===== src/rtl/rv64_imm_gen.sv =====
// rv64_imm_gen: registered RV64I/M instruction-format classifier and immediate generator
module rv64_imm_gen (
  input  logic        clk,
  input  logic        rst,
  input  logic        in_valid,
  input  logic [31:0] inst,
  output logic        out_valid,
  output logic [2:0]  inst_type,
  output logic [63:0] imm
);
  localparam logic [6:0] OP_R    = 7'b0110011;
  localparam logic [6:0] OP_R32  = 7'b0111011;
  localparam logic [6:0] OP_IMM  = 7'b0010011;
  localparam logic [6:0] OP_IMM32= 7'b0011011;
  localparam logic [6:0] OP_LOAD = 7'b0000011;
  localparam logic [6:0] OP_JALR = 7'b1100111;
  localparam logic [6:0] OP_SYS  = 7'b1110011;
  localparam logic [6:0] OP_ST   = 7'b0100011;
  localparam logic [6:0] OP_BR   = 7'b1100011;
  localparam logic [6:0] OP_LUI  = 7'b0110111;
  localparam logic [6:0] OP_AUIPC= 7'b0010111;
  localparam logic [6:0] OP_JAL  = 7'b1101111;
  localparam logic [2:0] T_R = 3'd0, T_I = 3'd1, T_S = 3'd2, T_B = 3'd3;
  localparam logic [2:0] T_U = 3'd4, T_J = 3'd5, T_NONE = 3'd7;
  logic [6:0]  opcode;
  logic        s;
  logic        is_r, is_i, is_s, is_b, is_u, is_j;
  logic [63:0] imm_i, imm_s, imm_b, imm_u, imm_j;
  logic        out_valid_d, out_valid_q;
  logic [2:0]  inst_type_d, inst_type_q;
  logic [63:0] imm_d, imm_q;
  // decode the opcode into a format and build every candidate immediate
  always_comb begin
    opcode = inst[6:0];
    s      = inst[31];
    is_r   = opcode == OP_R || opcode == OP_R32;
    is_i   = opcode == OP_IMM || opcode == OP_IMM32 || opcode == OP_LOAD ||
             opcode == OP_JALR || opcode == OP_SYS;
    is_s   = opcode == OP_ST;
    is_b   = opcode == OP_BR;
    is_u   = opcode == OP_LUI || opcode == OP_AUIPC;
    is_j   = opcode == OP_JAL;
    imm_i  = {{52{s}}, inst[31:20]};
    imm_s  = {{52{s}}, inst[31:25], inst[11:7]};
    imm_b  = {{51{s}}, inst[31], inst[7], inst[30:25], inst[11:8], 1'b0};
    imm_u  = {{32{s}}, inst[31:12], 12'b0};
    imm_j  = {{43{s}}, inst[31], inst[19:12], inst[20], inst[30:21], 1'b0};
    inst_type_d = is_r ? T_R : is_i ? T_I : is_s ? T_S : is_b ? T_B :
                  is_u ? T_U : is_j ? T_J : T_NONE;
    imm_d = is_i ? imm_i : is_s ? imm_s : is_b ? imm_b :
            is_u ? imm_u : is_j ? imm_j : 64'd0;
    out_valid_d = in_valid;
  end
  // output registers; reset wins over any instruction sampled at the same edge
  always_ff @(posedge clk) begin
    if (rst) begin
      out_valid_q <= 1'b0;
      inst_type_q <= T_NONE;
      imm_q       <= 64'd0;
    end else begin
      out_valid_q <= out_valid_d;
      inst_type_q <= inst_type_d;
      imm_q       <= imm_d;
    end
  end
  assign out_valid = out_valid_q;
  assign inst_type = inst_type_q;
  assign imm       = imm_q;
endmodule


===== config.mk =====
export PLATFORM = sky130hd
export DESIGN_NAME = rv64_imm_gen
export DESIGN_NICKNAME = d
export VERILOG_FILES = /design/src/rtl/rv64_imm_gen.sv
export SDC_FILE = /design/constraint.sdc
export NUM_CORES = 1
export LEC_CHECK = 0
export BUFFER_PORTS_ARGS = -buffer_cell sky130_fd_sc_hd__clkbuf_2
export CORE_MARGIN = 4
export CORE_UTILIZATION = 38
export CTS_CLUSTER_SIZE = 10
export DETAILED_ROUTE_END_ITERATION = 6
export GPL_ROUTABILITY_DRIVEN = 0
export GPL_TIMING_DRIVEN = 0
export HOLD_SLACK_MARGIN = 0.15
export PLACE_DENSITY = 0.76
export SLEW_MARGIN = 20
export SYNTH_ARGS = -nofsm -noshare
export SYNTH_HDL_FRONTEND = slang
export SYNTH_SLANG_ARGS = --single-unit

===== constraint.sdc =====
create_clock -name clk -period 1.3 [get_ports clk]
set_clock_uncertainty 0.15 [all_clocks]
set_input_delay 0.13 -clock clk [delete_from_list [all_inputs] [get_ports clk]]
set_output_delay 0.13 -clock clk [all_outputs]
set_load 0.05 [all_outputs]

==> flow_metrics.py <==
metrics = {
    "synthesis": {
        "synth-edff-count": 0,
        "yosysTopAreaCell": "dfxtp_1",
        "synth.top_cell.area_share_pct": 44.1,
        "synthesis.nets": 198,
        "ys_ff_latch": 36,
        "syn_area_per_cell_um2": 10.0,
        "yosysUniqueCellTypes": 38,
        "async_flop_share_pct": 0,
        "postSynthCellCount": 163,
        "synthFlopType": "dfxtp_1",
        "synthesis.area_um2": 1630,
        "ys.warnings.count": 0,
        "synth-seq-area-share_pct": 44.1,
        "ys_top_cells_by_area": "dfxtp_1, buf_4, a21o_1",
    },
    "sta": {
        "worst_pin_slew_ns": 0.421,
        "fin_crit_ns": 1.39,
        "max_slew_margin_pct": 72.0,
        "fmax_mhz": 719,
        "rsz0062_at_grt": "true",
        "setup_viol": 32,
        "period_share_pct": 107,
        "hold_viol_final": 0,
        "slew_violations": 0,
        "setup_ws_ns": -0.0903,
    },
    "pwr": {
        "cellLeakagePower_nw": 1.82,
        "peakVddDrop_v": 0.000688,
        "p_clk_share_pct": 36.5,
        "sw_frac_of_total_pct": 25.7,
        "p_comb_share_pct": 20.9,
        "pwr-share-seq_pct": 42.6,
        "switchingPower_mw": 0.679,
        "internal_power_mw": 1.96,
        "power_mw": 2.64,
        "power_density_nw_per_um2": 751,
    },
    "die": {
        "io-pin-count": 103,
        "dieWidth_um": 73.6,
        "core-area_um2": 4090,
        "rows": 23,
        "die_height_um": 73.6,
        "dieArea_um2": 5410,
        "initial_utilization_pct": 40.0,
    },
    "setup_path": {
        "crit_family": "buffers and inverters",
        "critPathBufInv": 3,
        "cp_max_fo": 16,
        "worstPathRequired_ns": 1.02,
        "endpoint_kind": "primary output",
        "crit_arrival_ns": 1.11,
        "max_stage_delay_ns": 0.38,
        "critical_path_class": "flip-flop to primary output",
        "worst_setup_path_start_kind": "flip-flop",
        "crit_chain": "buf_12, buf_4, clkbuf_16",
        "cpMaxStageDelayCell": "dfxtp_4",
    },
    "cts": {
        "cts_tree": "yes",
        "cts_buffers": 5,
        "numClockSinks": 36,
        "cts_root_buf": "clkbuf_8",
        "clockBufferDepth": 2,
        "path_clk_slew_ns": 0.08,
        "h-tree-depth": 2,
    },
    "final_layout": {
        "drive_above_1_share_pct": 55.8,
        "nets": 353,
        "antenna_cells": 0,
        "fin_util_pct": 85.9,
        "syn_to_final_growth_pct": 115,
    },
    "placed_design": {
        "pre_cts_ws_ns": -0.405,
        "port_buffers": 101,
    },
    "route": {
        "dr_total_vias": 1768,
        "vias_per_cell": 4.79,
        "totalWireLength_um": 6160,
        "firstDrtPassIters": 6,
        "ant_nets": 0,
        "remaining_drc_errors": 0,
        "drtIter0Drc": 87,
        "wl_per_cell_um": 16.7,
    },
    "job": {
        "maxCapViolCount": 0,
    },
    "min_path": {
        "min_path_cells": 5,
        "hp-class": "primary input to flip-flop",
        "min_to": "inst_type[1]",
        "hold_start": "inst[3]",
    },
    "global_routing": {
        "gr-total-overflow": 0,
        "grt_pass1_wl_um": 8980,
        "antenna_found_initial": 0,
        "grt_max_degree": 17,
        "grt_pass1_vias": 1757,
        "grt_usage_pct": 21.5,
    },
    "run_status": {
        "outcome": "finished, violations left",
        "violations": "negative setup slack",
    },
}
## cell families (layout without fill, tap and decap cells)
| family | after synthesis | in the layout | share of synthesized area [%] |
|---|---|---|---|
| AO/OA/AOI/OAI | 49 | 49 | 22.0 |
| buffers and inverters | 42 | 198 | 18.9 |
| AND/OR/NAND/NOR | 36 | 36 | 14.9 |
| flip-flops | 36 | 36 | 44.1 |
## metal layers
metal  vias to the layer above  GRT usage [%]  part of all wire (%)
met5                         -              0                     0
met4                         0           3.02                  0.34
met3                         5           7.39                    10
met2                        88           37.4                    50
met1                       825           26.0                    40
li1                        850              -                     -
## final cells by class
class	instances	area, um^2
clock inverters	2	35.0
fillers	193	574
flip-flops and latches	36	724
clock buffers	6	72.6
repair buffers	148	1550
multi-input cells	85	676
well taps	50	62.6
inverters	3	11.3
plain buffers	39	380
## metrics by stage
stage	area (um^2)	hold WS [ns]	setup TNS [ns]	std cells
floorplan	1640	0.0516	-3.33	163
finish	3510	0.162	-1.97	369
CTS	3270	0.155	-2.07	357
global placement	2210	0.174	-11.98	314
global route	3510	0.170	-3.42	369
detailed placement	2210	0.182	-12.87	314
## worst max-delay path by stage
| stage | start | endpoint | slack, ns | cells after the start |
|---|---|---|---|---|
| after CTS | imm[62] | imm[52] | -0.08 | 3 |
| final | imm[62] | imm[35] | -0.09 | 3 |
| after detailed placement | inst[2] | imm[12] | -0.40 | 5 |
| after floorplan | inst[3] | imm[62] | -0.14 | 6 |
| after global placement | inst[2] | imm[18] | -0.41 | 5 |
| after global routing | imm[62] | imm[33] | -0.13 | 3 |
## power by group through the flow
stage          clock network, mW  logic [mW]  registers [mW]
4_1_cts                    0.983       0.484            1.12
5_1_grt                     1.02       0.583            1.13
2_1_floorplan                  0       0.169            1.22
3_3_place_gp                   0       0.343            1.15
6_report                   0.962       0.552            1.12
3_5_place_dp                   0       0.346            1.15
## registers in the layout (all words and copies together) (netlist names)
signal / flops
inst_type: 3
out_valid: 1
imm: 32
## cells in the final DEF (no fill, tap or decap), types with 2 or more instances in the layout
cell type	instances
inv_1	3
clkbuf_16	22
dfxtp_1	35
nor2_1	3
and2_1	7
and3_1	2
buf_2	2
clkbuf_1	2
a21o_1	20
dlygate4sd3_1	31
clkbuf_2	65
buf_4	24
nand2_1	5
nor2b_1	2
and3b_1	2
nand3_1	2
buf_8	9
buf_12	5
o21ai_0	6
a21oi_4	4
a21oi_1	3
clkbuf_8	6
a22o_1	5
buf_6	25
## what timing repair did
action,4_1_cts,5_1_grt
resized for setup,103,50
endpoints found under the setup margin,57,58
hold buffers,32,1
pin swaps,0,9
setup buffers,3,8
endpoints found under the hold margin,36,1
gates cloned,0,3
## synth_stat cells (2+ instances only)
cell type and number:
a21o_1 20, a21oi_1 7, a22o_1 5, and2_1 7, and3_1 2, and3b_1 2
buf_4 34, buf_6 3, dfxtp_1 36, inv_1 3, nand2_1 6, nand3_1 3
nor2_1 4, nor2b_1 2, o21ai_0 6
Power figures use the tool's default switching activity.
